[config.mk]
export PLATFORM = sky130hd
export DESIGN_NAME = psubsb_serial
export DESIGN_NICKNAME = d
export VERILOG_FILES = /design/src/rtl/psubsb_pkg.sv /design/src/rtl/sat_lane_sub.sv /design/src/rtl/psubsb_serial.sv
export SDC_FILE = /design/constraint.sdc
export NUM_CORES = 1
export LEC_CHECK = 0
export CORE_ASPECT_RATIO = 0.5
export CORE_UTILIZATION = 45
export DETAILED_ROUTE_END_ITERATION = 8
export GPL_TIMING_DRIVEN = 0
export PLACE_DENSITY = 0.81
export REMOVE_ABC_BUFFERS = 1
export SYNTH_ARGS = -nofsm -noshare
export SYNTH_HDL_FRONTEND = slang
export SYNTH_SLANG_ARGS = --single-unit
[constraint.sdc]
create_clock -name clk -period 2.6 [get_ports clk]
set_clock_uncertainty 0.2 [all_clocks]
set_input_delay 0.39 -clock clk [delete_from_list [all_inputs] [get_ports clk]]
set_output_delay 0.39 -clock clk [all_outputs]
set_load 0.02 [all_outputs]
[src/rtl/psubsb_pkg.sv]
// Shared types and constants for the serial packed saturating subtract unit.
package psubsb_pkg;

  typedef enum logic [1:0] {
    IDLE = 2'd0,
    RUN  = 2'd1,
    DONE = 2'd2
  } state_t;

  localparam int DEF_N_LANES = 4;
  localparam int DEF_LANE_W  = 4;
  localparam int CNT_W       = $clog2(DEF_N_LANES);

  localparam logic [DEF_LANE_W-1:0] SAT_MAX = 4'h7;
  localparam logic [DEF_LANE_W-1:0] SAT_MIN = 4'h8;

endpackage

[src/rtl/sat_lane_sub.sv]
// One signed lane of saturating subtract (or add when PSUBSB_ADD_MODE_EN is defined).
module sat_lane_sub
  import psubsb_pkg::*;
#(
  parameter int LANE_W = DEF_LANE_W
) (
  input  logic [LANE_W-1:0] a,
  input  logic [LANE_W-1:0] b,
`ifdef PSUBSB_ADD_MODE_EN
  input  logic              op_add,
`endif
  output logic [LANE_W-1:0] result,
  output logic              ovfl
);

  logic [LANE_W-1:0] b_eff;
  logic [LANE_W-1:0] raw;
  logic              carry_in;

  // Subtract is a + ~b + 1, so one adder serves both operations.
`ifdef PSUBSB_ADD_MODE_EN
  assign b_eff    = op_add ? b : ~b;
  assign carry_in = ~op_add;
`else
  assign b_eff    = ~b;
  assign carry_in = 1'b1;
`endif

  assign raw  = a + b_eff + LANE_W'(carry_in);
  assign ovfl = (a[LANE_W-1] == b_eff[LANE_W-1]) && (raw[LANE_W-1] != a[LANE_W-1]);

  // Clamp toward the sign of a: 0111.. when non-negative, 1000.. when negative.
  assign result = ovfl ? {a[LANE_W-1], {(LANE_W-1){~a[LANE_W-1]}}} : raw;

endmodule

[src/rtl/psubsb_serial.sv]
// Serial packed saturating subtract: one lane per cycle, start/done handshake.
// Optional saturating-add mode is enabled by defining PSUBSB_ADD_MODE_EN.
module psubsb_serial
  import psubsb_pkg::*;
#(
  parameter int N_LANES = DEF_N_LANES,
  parameter int LANE_W  = DEF_LANE_W
) (
  input  logic                      clk,
  input  logic                      rst,
  input  logic                      start,
  input  logic [N_LANES*LANE_W-1:0] Rs,
  input  logic [N_LANES*LANE_W-1:0] Rt,
`ifdef PSUBSB_ADD_MODE_EN
  input  logic                      op_add,
`endif
  output logic                      busy,
  output logic                      done,
  output logic [N_LANES*LANE_W-1:0] Rd,
  output logic [N_LANES-1:0]        Ovfl
);

  localparam int DATA_W = N_LANES * LANE_W;
  localparam int LCNT_W = $clog2(N_LANES);

  state_t              state_reg, state_next;
  logic [LCNT_W-1:0]   cnt_reg, cnt_next;
  logic [DATA_W-1:0]   rs_reg, rs_next;
  logic [DATA_W-1:0]   rt_reg, rt_next;
  logic [DATA_W-1:0]   rd_reg, rd_next;
  logic [N_LANES-1:0]  ovfl_reg, ovfl_next;
`ifdef PSUBSB_ADD_MODE_EN
  logic                op_add_reg, op_add_next;
`endif

  logic [LANE_W-1:0]   rs_lane [N_LANES];
  logic [LANE_W-1:0]   rt_lane [N_LANES];
  logic [N_LANES-1:0]  lane_sel;
  logic [LANE_W-1:0]   lane_res;
  logic                lane_ovfl;

  for (genvar gi = 0; gi < N_LANES; gi++) begin : g_lane
    assign rs_lane[gi]  = rs_reg[gi*LANE_W +: LANE_W];
    assign rt_lane[gi]  = rt_reg[gi*LANE_W +: LANE_W];
    assign lane_sel[gi] = (cnt_reg == LCNT_W'(gi));
  end

  // A single lane datapath, time-shared across lanes by the counter.
  sat_lane_sub #(.LANE_W(LANE_W)) u_lane (
    .a      (rs_lane[cnt_reg]),
    .b      (rt_lane[cnt_reg]),
`ifdef PSUBSB_ADD_MODE_EN
    .op_add (op_add_reg),
`endif
    .result (lane_res),
    .ovfl   (lane_ovfl)
  );

  always_comb begin
    state_next = state_reg;
    cnt_next   = cnt_reg;
    rs_next    = rs_reg;
    rt_next    = rt_reg;
    rd_next    = rd_reg;
    ovfl_next  = ovfl_reg;
`ifdef PSUBSB_ADD_MODE_EN
    op_add_next = op_add_reg;
`endif
    case (state_reg)
      IDLE, DONE: begin
        if (start) begin
          rs_next    = Rs;
          rt_next    = Rt;
          rd_next    = '0;
          ovfl_next  = '0;
          cnt_next   = '0;
`ifdef PSUBSB_ADD_MODE_EN
          op_add_next = op_add;
`endif
          state_next = RUN;
        end else begin
          state_next = IDLE;
        end
      end
      RUN: begin
        for (int i = 0; i < N_LANES; i++) begin
          if (lane_sel[i]) begin
            rd_next[i*LANE_W +: LANE_W] = lane_res;
            ovfl_next[i]                = lane_ovfl;
          end
        end
        if (cnt_reg == LCNT_W'(N_LANES - 1)) begin
          state_next = DONE;
        end else begin
          cnt_next = cnt_reg + 1'b1;
        end
      end
      default: state_next = IDLE;
    endcase
  end

  always_ff @(posedge clk) begin
    if (rst) begin
      state_reg <= IDLE;
      cnt_reg   <= '0;
      rs_reg    <= '0;
      rt_reg    <= '0;
      rd_reg    <= '0;
      ovfl_reg  <= '0;
`ifdef PSUBSB_ADD_MODE_EN
      op_add_reg <= 1'b0;
`endif
    end else begin
      state_reg <= state_next;
      cnt_reg   <= cnt_next;
      rs_reg    <= rs_next;
      rt_reg    <= rt_next;
      rd_reg    <= rd_next;
      ovfl_reg  <= ovfl_next;
`ifdef PSUBSB_ADD_MODE_EN
      op_add_reg <= op_add_next;
`endif
    end
  end

  assign busy = (state_reg == RUN);
  assign done = (state_reg == DONE);
  assign Rd   = rd_reg;
  assign Ovfl = ovfl_reg;

endmodule

; Word level (Yosys, flattened, before mapping)
; Index checks and enable logic that the tools add are counted.
[totals]
reg_bits = 56
out_inout_bits = 22
inputBits = 35
elab_cells = 68
[classes]
n_lt_le_gt_ge = 1
n_addsub = 3
bitwise = 3
n_reduce_logical = 11
n_eq_ne = 13
n_mux = 25
[op_table]
columns = op, count
row1 = 4-bit two-way mux, 10
row2 = 16-bit case mux with 2 select lines, 1
row3 = 4-bit binary-select mux with 2-bit select, 2
row4 = 16-bit two-way mux, 1
row5 = 3-bit AND reduction, 5
row6 = "2-bit by 1-bit != test with 1-bit output, second input constant", 4
row7 = 2-bit case mux with 2 select lines, 2
row8 = 4-bit case mux with 2 select lines, 1
row9 = "2-bit equality test, second input constant", 3
row10 = 2-bit two-way mux, 3
row11 = 1-bit two-way mux, 5
row12 = "4-bit by 1-bit adder with 4-bit output, second input constant", 1
row13 = 4-bit adder, 1
row14 = "2-bit by 1-bit equality test with 1-bit output, second input constant", 2
row15 = 2-bit logical NOT, 2
row16 = "2-bit != test, second input constant", 2
row17 = 4-bit NOT, 1
row18 = "3-bit >= comparator, second input constant", 1
row19 = 2-bit NOT with 3-bit output, 1
row20 = "2-bit by 1-bit adder with 2-bit output, second input constant", 1
row21 = 2-bit AND reduction, 1
row22 = 2-bit nonzero test, 1
row23 = 2-bit OR reduction, 1
row24 = 1-bit equality test, 1
row25 = 3 further kinds, 3

; Logic depth before layout (Yosys ltp)
; Gate-level depths: netlist of the first run.
[depth]
ltp_word = 12
mapped_depth = 10
mapped_depth_nobuf = 9

; Hierarchy
; Synthesis of the first run repeated with hierarchy kept, for this count alone.
[unflattened]
hier_cells = 292
area_unflattened_um2 = 2521.2
[modules_own_cells]
columns = mod, n_inst, seq_area_each_um2, area_each_um2, cells_per_inst
row1 = psubsb_serial, 1, 1121.1, 2298.5, 267
row2 = sat_lane_sub, 1, 0.0, 222.7, 25

; Least setup slack after synthesis of the first run
; No wires, ideal clock.
[synth_path]
path_kind = register to register
start = register cnt_reg[0]
end = register rd_reg[2] (netlist: Rd[2])
t_arrival_ns = 2.438
setup_time_ns = 0.126
synth_period_minus_slack_ns = 2.764
path_buffers = 1
required_ns = 2.274
stages_incl_launch_ff = 11
path_slack_ns = -0.164
cell_sequence = dfxtp_1 > buf_6 > mux4_1 > inv_1 > ha_1 > inv_1 > fa_1 > xor2_1 > and2_1 > a211oi_2 > o21ai_1
[synth_between]
elab_chain_len = 12
word_cells_on_any_way = 20
classes_between = add/sub: 2 / eq/ne: 3 / mux: 9 / bitwise: 3 / reduce/logical: 3
[synth_rtl]
columns = item, line_no
row1 = from (decl), psubsb_serial.sv:27  ; logic [LCNT_W-1:0] cnt_reg, cnt_next;
row2 = from (signal assigned), psubsb_serial.sv:115  ; cnt_reg <= cnt_next;
row3 = 2-bit NOT with 3-bit output (not written as such), "psubsb_serial.sv:50, psubsb_serial.sv:51"
row4 = 4-bit binary-select mux with 2-bit select, psubsb_serial.sv:51  ; .b (rt_lane[cnt_reg]),
row5 = 4-bit two-way mux (not written as such) (2 in a row), psubsb_serial.sv:51
row6 = 4-bit NOT, sat_lane_sub.sv:25  ; assign b_eff = ~b;
row7 = 4-bit adder, sat_lane_sub.sv:29  ; assign raw = a + b_eff + LANE_W'(carry_in);
row8 = 4-bit by 1-bit adder with 4-bit output, sat_lane_sub.sv:29
row9 = 1-bit != test, sat_lane_sub.sv:30  ; assign ovfl = (a[LANE_W-1] == b_eff[LANE_W-1]) && (raw[LANE_W-1] != a[LANE_W-1]);
row10 = 1-bit logical AND, sat_lane_sub.sv:30
row11 = 4-bit two-way mux, sat_lane_sub.sv:33  ; assign result = ovfl ? {a[LANE_W-1], {(LANE_W-1){~a[LANE_W-1]}}} : raw;
row12 = 4-bit two-way mux, psubsb_serial.sv:87  ; if (lane_sel[i]) begin
row13 = 16-bit case mux with 2 select lines, psubsb_serial.sv:69  ; case (state_reg)
row14 = to (signal assigned), psubsb_serial.sv:118  ; rd_reg <= rd_next;
row15 = to (decl), psubsb_serial.sv:30  ; logic [DATA_W-1:0] rd_reg, rd_next;
; Parallel ways exist; a longest one is shown, timed or not. The select of a mux whose other input is x is not followed.
; A chain may end at the register's enable or synchronous reset.

; Worst setup path after layout of the first run
[layout_path]
start = register cnt_reg[0]
end = register rd_reg[14] (netlist: Rd[14])
; The elaborated chain is that of the path after synthesis.

==> flow_summary.json, run 1 <==
{
  "holdBufCountCts": 0,
  "antenna_cells": 0,
  "postLayoutSetupSlackWorst_ns": -0.02975,
  "ys_types": 36,
  "avgSynthCellArea_um2": 9.055,
  "combPwrFrac": 0.216,
  "fp.dieH_um": 55.36,
  "min_period_ns": 2.630,
  "whs_path_depth": 2,
  "hpwl_um": 3981,
  "cts_tree": "built",
  "initial_utilization": 0.4925,
  "cts_buffer_depth": 2,
  "globalRouteTotalUtil": 0.2225,
  "clock.fmax_mhz": 380.3,
  "wl_um": 6521,
  "worstMarginPinSlew_ns": 0.9830,
  "critPathLaunchType": "flop",
  "layout.cells.non_filler": 405,
  "syn_to_final_growth_pct": 33.50,
  "vias": 2247,
  "yosys.area.top_type_share": 0.4375,
  "htree_levels": 2,
  "yosysWarnings": 0,
  "final_nets": 377,
  "cts_sinks": 56,
  "grt-ovfl-total": 0,
  "clock-root-buffer": "clkbuf_16",
  "setup_viol": 5,
  "worstPathMaxFanout": 6,
  "relSlewSlack": 0.3446,
  "ios": 57,
  "r2r_slack_ns": -0.03,
  "fin_crit_sh": 1.011,
  "synth_area_leaders": "dfxtp_1, nand2_1, a21oi_1, mux4_1, ha_1",
  "cts_buffers": 5,
  "violations": "setup timing",
  "drtIter0Drc": 122,
  "internal-power_mw": 1.572,
  "slew_viol_final": 0,
  "rows": 18,
  "grt_first_pass_wirelength_um": 10300,
  "p_seq_frac": 0.429,
  "p_clk_frac": 0.355,
  "yosys.area.top_type": "dfxtp_1",
  "clk_pin_slew_ns": 0.07,
  "gp_congestion": 0.7613,
  "viasPerCell": 5.548,
  "crit_type": "reg2reg",
  "grt_pass1_vias": 2192,
  "switching_share": 0.2841,
  "crit_path_max_incr_delay_ns": 0.53,
  "r2r_cells": 8,
  "dr.pass1.iters": 4,
  "worst_ep_required_time_ns": 2.58,
  "power.switching_uw": 623.7,
  "drv_cap": 0,
  "status": "finished, violations left",
  "dieArea_um2": 6018,
  "hold_path_class": "reg2reg",
  "rsz0062_at_grt": "true",
  "path_cells": "mux4_2, inv_2, ha_4, and2b_1, o21ai_4, nand3_2, a211oi_4, o21ai_1",
  "antenna_found_initial": 0,
  "finalHoldViolCount": 0,
  "min-delay-start": "rt_reg[2]",
  "post_drt_wl_per_cell_um": 16.10,
  "r2r-start": "cnt_reg[0]",
  "drc_errors": 0,
  "cp_slowest_cell": "mux4_2",
  "ys_ff_latch": 56,
  "antenna_left": 0,
  "port_buffers": 56,
  "clkLatencyLatePin_ns": 0.30,
  "grt_max_degree": 57,
  "power_leakage_nw": 1.226,
  "crit_path_end_kind": "flop",
  "synthCells": 283,
  "hold_ws_ns": 0.2568,
  "worstReg2RegEnd": "Rd[14]",
  "ir_drop_mv": 0.3328,
  "arrival_ns": 2.61,
  "die-width_um": 108.7,
  "whs_endpoint": "rt_reg[2]",
  "powerDensity_nw_per_um2": 641.8,
  "dpl.cell_count": 393,
  "ys_seq_area_frac": 0.4375,
  "syn-cell-area_um2": 2562,
  "fillers": 427,
  "drive_above_1_share": 0.1642,
  "core_um2": 5202
}
layout make-up:
| class | instances | area, um2 | share of cell area |
|---|---|---|---|
| Multi-Input combinational cell | 195 | 1366 | 0.3994 |
| Timing Repair Buffer | 61 | 616.8 | 0.1803 |
| Clock buffer | 5 | 125.1 | 0.03658 |
| Tap cell | 70 | 87.58 | 0.02560 |
| Sequential cell | 56 | 1126 | 0.3292 |
| Clock inverter | 3 | 42.54 | 0.01244 |
| Inverter | 15 | 56.30 | 0.01646 |
layer usage:
| layer | vias up | global-route usage | routed length (um) |
|---|---|---|---|
| met5 | - | 0 | 0 |
| li1 | 1069 | - | - |
| met1 | 1055 | 0.2740 | 2715 |
| met2 | 98 | 0.3716 | 3253 |
| met4 | 0 | 0.07915 | 232 |
| met3 | 25 | 0.06257 | 319 |
through the flow:
step             util  setup TNS (ns)  area, um2  power, mW  setup WS [ns]
5_1_grt        0.6575         -0.8371       3421      2.272       -0.09161
6_report       0.6575         -0.1060       3421      2.196       -0.02975
4_1_cts        0.6539       -0.001072       3402      2.171      -0.001072
2_1_floorplan       -          -2.283       2456      1.189        -0.2628
3_5_place_dp   0.6020          -9.839       3132      1.360        -0.6883
3_3_place_gp   0.5967          -27.88       3104      1.338        -0.6904
cell families (layout without fill, tap and decap cells):
logic type,Yosys count,after routing,share of synthesized area
simple gates,114,114,0.2041
compound gates,62,62,0.1660
flops,56,56,0.4375
buf+inv,32,84,0.06347
mux,10,10,0.08349
fa+ha+maj,8,8,0.04199
xor+xnor,1,1,0.003419
cell usage after synthesis:
cell type and count:
clkbuf_1 12, nand2b_2 1, inv_1 13, nor2b_1 2, nor3_1 1, nand3_1 2
a211oi_2 6, or3_1 1, xor2_1 1, nand2_2 3, nand4b_1 10, mux2i_2 1
and2b_1 1, mux4_1 6, nor2_1 11, o21a_1 1, buf_2 1, clkbuf_8 1
and4_4 1, mux2i_1 2, dfxtp_1 56, buf_6 2, fa_1 1, a21oi_2 2
o21ai_1 4, o21ai_4 2, nand2b_1 3, o32ai_1 6, inv_2 2, buf_12 1
mux4_2 1, and2_1 1, o31ai_1 6, ha_1 7, nand2_1 77, a21oi_1 35
power groups by stage:
stage	registers [mW]	clock network, mW	logic, mW
after global placement	0.958	0	0.380
after global routing	0.947	0.817	0.509
final	0.941	0.780	0.474
after CTS	0.940	0.775	0.457
after detailed placement	0.962	0	0.398
after floorplan	0.972	0	0.217
worst max-delay path, delay by kind of cell, from the launching register on:
family                     cells  cell delay, ns
muxes                          1            0.53
and+or+nand+nor                2            0.33
DFF                            1            0.41
adders and majority gates      1            0.20
buffers and inverters          1            0.10
AOI/OAI and AO/OA              3            0.73
placed cells by master, fill, tap and decap left out, types with 3 or more instances in the layout:
| master | Yosys | layout |
|---|---|---|
| dfxtp_1 | 56 | 54 |
| mux4_2 | 1 | 5 |
| o31ai_1 | 6 | 6 |
| a21oi_1 | 35 | 34 |
| ha_1 | 7 | 4 |
| inv_2 | 2 | 5 |
| clkdlybuf4s50_1 | 0 | 55 |
| o32ai_1 | 6 | 6 |
| nand2_2 | 3 | 3 |
| buf_4 | 0 | 3 |
| inv_1 | 13 | 10 |
| nand4b_1 | 10 | 10 |
| clkbuf_16 | 0 | 5 |
| ha_4 | 0 | 3 |
| o21ai_1 | 4 | 4 |
| nand2_1 | 77 | 77 |
| a211oi_2 | 6 | 4 |
| nor2_1 | 11 | 10 |
repair_timing:
item	CTS	global route
resized for setup	26	2
buffers inserted	3	1
cloned	0	0
pin swaps	12	12
endpoints found under the setup margin	20	19
worst max path at each step:
stage / from / end / slack (ns)
2_1_floorplan: cnt_reg[0] / Rd[2] / -0.26
3_3_place_gp: start / cnt_reg[0] / -0.69
3_5_place_dp: cnt_reg[0] / Rd[2] / -0.69
4_1_cts: cnt_reg[0] / Rd[14] / -0.001
5_1_grt: cnt_reg[0] / Rd[2] / -0.09
6_report: cnt_reg[0] / Rd[14] / -0.03
No activity file was read; power rests on OpenSTA's default activity.
==> inputs of run 2 (changes only) <==
- CORE_UTILIZATION: 45 -> 47
- CTS_BUF_LIST: unset -> sky130_fd_sc_hd__clkbuf_8
- PLACE_DENSITY: 0.81 -> 0.84
==> run 2 against run 1 <==
Sequential share of layout area is essentially flat. Setup slack lost 0.044 ns. The flow still finishes with violations (setup timing). Fmax shrank 1.7%. Critical path type unchanged.
==> flow_summary.json, run 2 (synthesis results as in run 1) <==
{
  "clk_pin_slew_ns": 0.10,
  "clock-root-buffer": "clkbuf_8",
  "combPwrFrac": 0.257,
  "violations": "setup timing",
  "fin_crit_sh": 1.028,
  "power_leakage_nw": 1.239,
  "startpoint": "cnt_reg[0]",
  "antenna_cells": 0,
  "p_clk_frac": 0.279,
  "powerDensity_nw_per_um2": 592.9,
  "min-delay-start": "rs_reg[6]",
  "rows": 18,
  "internal-power_mw": 1.430,
  "slew_viol_final": 0,
  "dpl.cell_count": 393,
  "critPathLaunchType": "flop",
  "crit_path_max_incr_delay_ns": 0.53,
  "status": "finished, violations left",
  "r2r_slack_ns": -0.07,
  "ios": 57,
  "drive_above_1_share": 0.1853,
  "dr.pass1.iters": 4,
  "layout.cells.non_filler": 410,
  "r2r-start": "cnt_reg[0]",
  "crit_end": "Rd[13]",
  "critPathTopFamily": "compound AO/OA/AOI/OAI gates",
  "met3_usage": 0.04167,
  "post_drt_wl_per_cell_um": 15.85,
  "worst_ep_required_time_ns": 2.60,
  "grt_use_met2": 0.4188,
  "final_area_um2": 3416,
  "setup_viol": 20,
  "vias": 2263,
  "clkLatencyLatePin_ns": 0.32,
  "power.switching_uw": 595.8,
  "cp.buffers_inverters": 3,
  "crit_type": "reg2reg",
  "final_common_cell": "nand2_1",
  "drtIter0Drc": 130,
  "fp.dieH_um": 54.21,
  "p_total_mw": 2.025,
  "grt_pass1_vias": 2084,
  "arrival_ns": 2.67,
  "core_um2": 5090,
  "cts_tree": "built",
  "drc_errors": 0,
  "die-width_um": 106.4,
  "gp_congestion": 0.7682,
  "cp_slowest_cell": "mux4_2",
  "finalHoldViolCount": 0,
  "placed_cell_area_um2": 3119,
  "rsz0062_at_grt": "true",
  "cts_buffers": 5,
  "worstReg2RegEnd": "Rd[13]",
  "grt_busiest_layer": "met2",
  "preCtsSetupSlack_ns": -0.7054,
  "path_cells": "buf_6, mux4_2, inv_4, ha_4, and2b_2, o21ai_4, buf_4, nand3_4, a21oi_4, o32ai_1",
  "relSlewSlack": 0.3607,
  "initial_utilization": 0.5034,
  "grt_util_met1": 0.2780,
  "ir_drop_mv": 0.2687,
  "syn_to_final_growth_pct": 33.30,
  "drv_cap": 0,
  "final_cell_mix": "nand2_1, clkdlybuf4s50_1, dfxtp_1",
  "grt-ovfl-total": 0,
  "min_period_ns": 2.674,
  "dieArea_um2": 5769,
  "worstPathMaxFanout": 5,
  "antenna_found_initial": 0,
  "cts_buffer_depth": 2,
  "r2r_cells": 10,
  "final_nets": 382,
  "cts_sinks": 56,
  "whs_path_depth": 2,
  "worst-path-stages": 10,
  "hpwl_um": 4046,
  "hold_path_class": "reg2reg",
  "antenna_left": 0,
  "wl_um": 6497,
  "clock.fmax_mhz": 374.0,
  "globalRouteTotalUtil": 0.2252,
  "worstMarginPinSlew_ns": 0.9590,
  "p_seq_frac": 0.464,
  "htree_levels": 2,
  "crit_path_end_kind": "flop",
  "switching_share": 0.2942,
  "port_buffers": 56,
  "grt_max_degree": 57,
  "postLayoutSetupSlackWorst_ns": -0.07405,
  "grt_first_pass_wirelength_um": 9846,
  "holdBufCountCts": 0,
  "viasPerCell": 5.520
}
run 2: cell type report:
cell class | instances | area, um2
inverter | 15 | 58.81
fill | 387 | 1674
timing repair buffer | 66 | 645.6
sequential | 56 | 1126
tap | 70 | 87.58
clock buffer | 5 | 68.82
multi-input combinational | 195 | 1390
clock inverter | 3 | 38.79
run 2: what timing repair did:
item | CTS | global route
pin swaps | 13 | 10
resized for setup | 18 | 17
endpoints found under the hold margin | 0 | 0
setup buffers | 5 | 4
setup endpoints to repair | 20 | 20
run 2: power by group through the flow:
stage | clock, mW | sequential (mW) | combinational (mW)
2_1_floorplan | 0 | 0.972 | 0.217
3_3_place_gp | 0 | 0.958 | 0.378
3_5_place_dp | 0 | 0.962 | 0.395
4_1_cts | 0.561 | 0.939 | 0.465
5_1_grt | 0.596 | 0.945 | 0.556
6_report | 0.565 | 0.940 | 0.520
run 2: metal layers:
layer	part of all wire	vias to the layer above	wire length [um]
li1	-	1082	-
met1	0.42	1077	2721
met2	0.51	85	3282
met3	0.055	19	357
met4	0.021	0	135
met5	0	-	0
run 2: worst min-delay path by stage:
stage,to
CTS,rs_reg[6]
finish,rs_reg[6]
detailed placement,rs_reg[6]
global route,rt_reg[0]
floorplan,rs_reg[4]
global placement,rt_reg[12]
run 2: tightest hold or removal path, cell delays in order, from the launching register on:
cell     delay, ns
dfxtp_1       0.32
nand2_1       0.05
a21oi_1       0.05
run 2: through the flow:
| stage | hold slack, ns | util | setup TNS (ns) |
|---|---|---|---|
| 6_report | 0.2567 | 0.6711 | -0.9570 |
| 5_1_grt | 0.2721 | 0.6711 | -2.604 |
| 4_1_cts | 0.2573 | 0.6539 | -1.122 |
| 3_5_place_dp | 0.2442 | 0.6128 | -10.16 |
| 3_3_place_gp | 0.2387 | 0.6099 | -27.07 |
| 2_1_floorplan | 0.2255 | - | -2.283 |
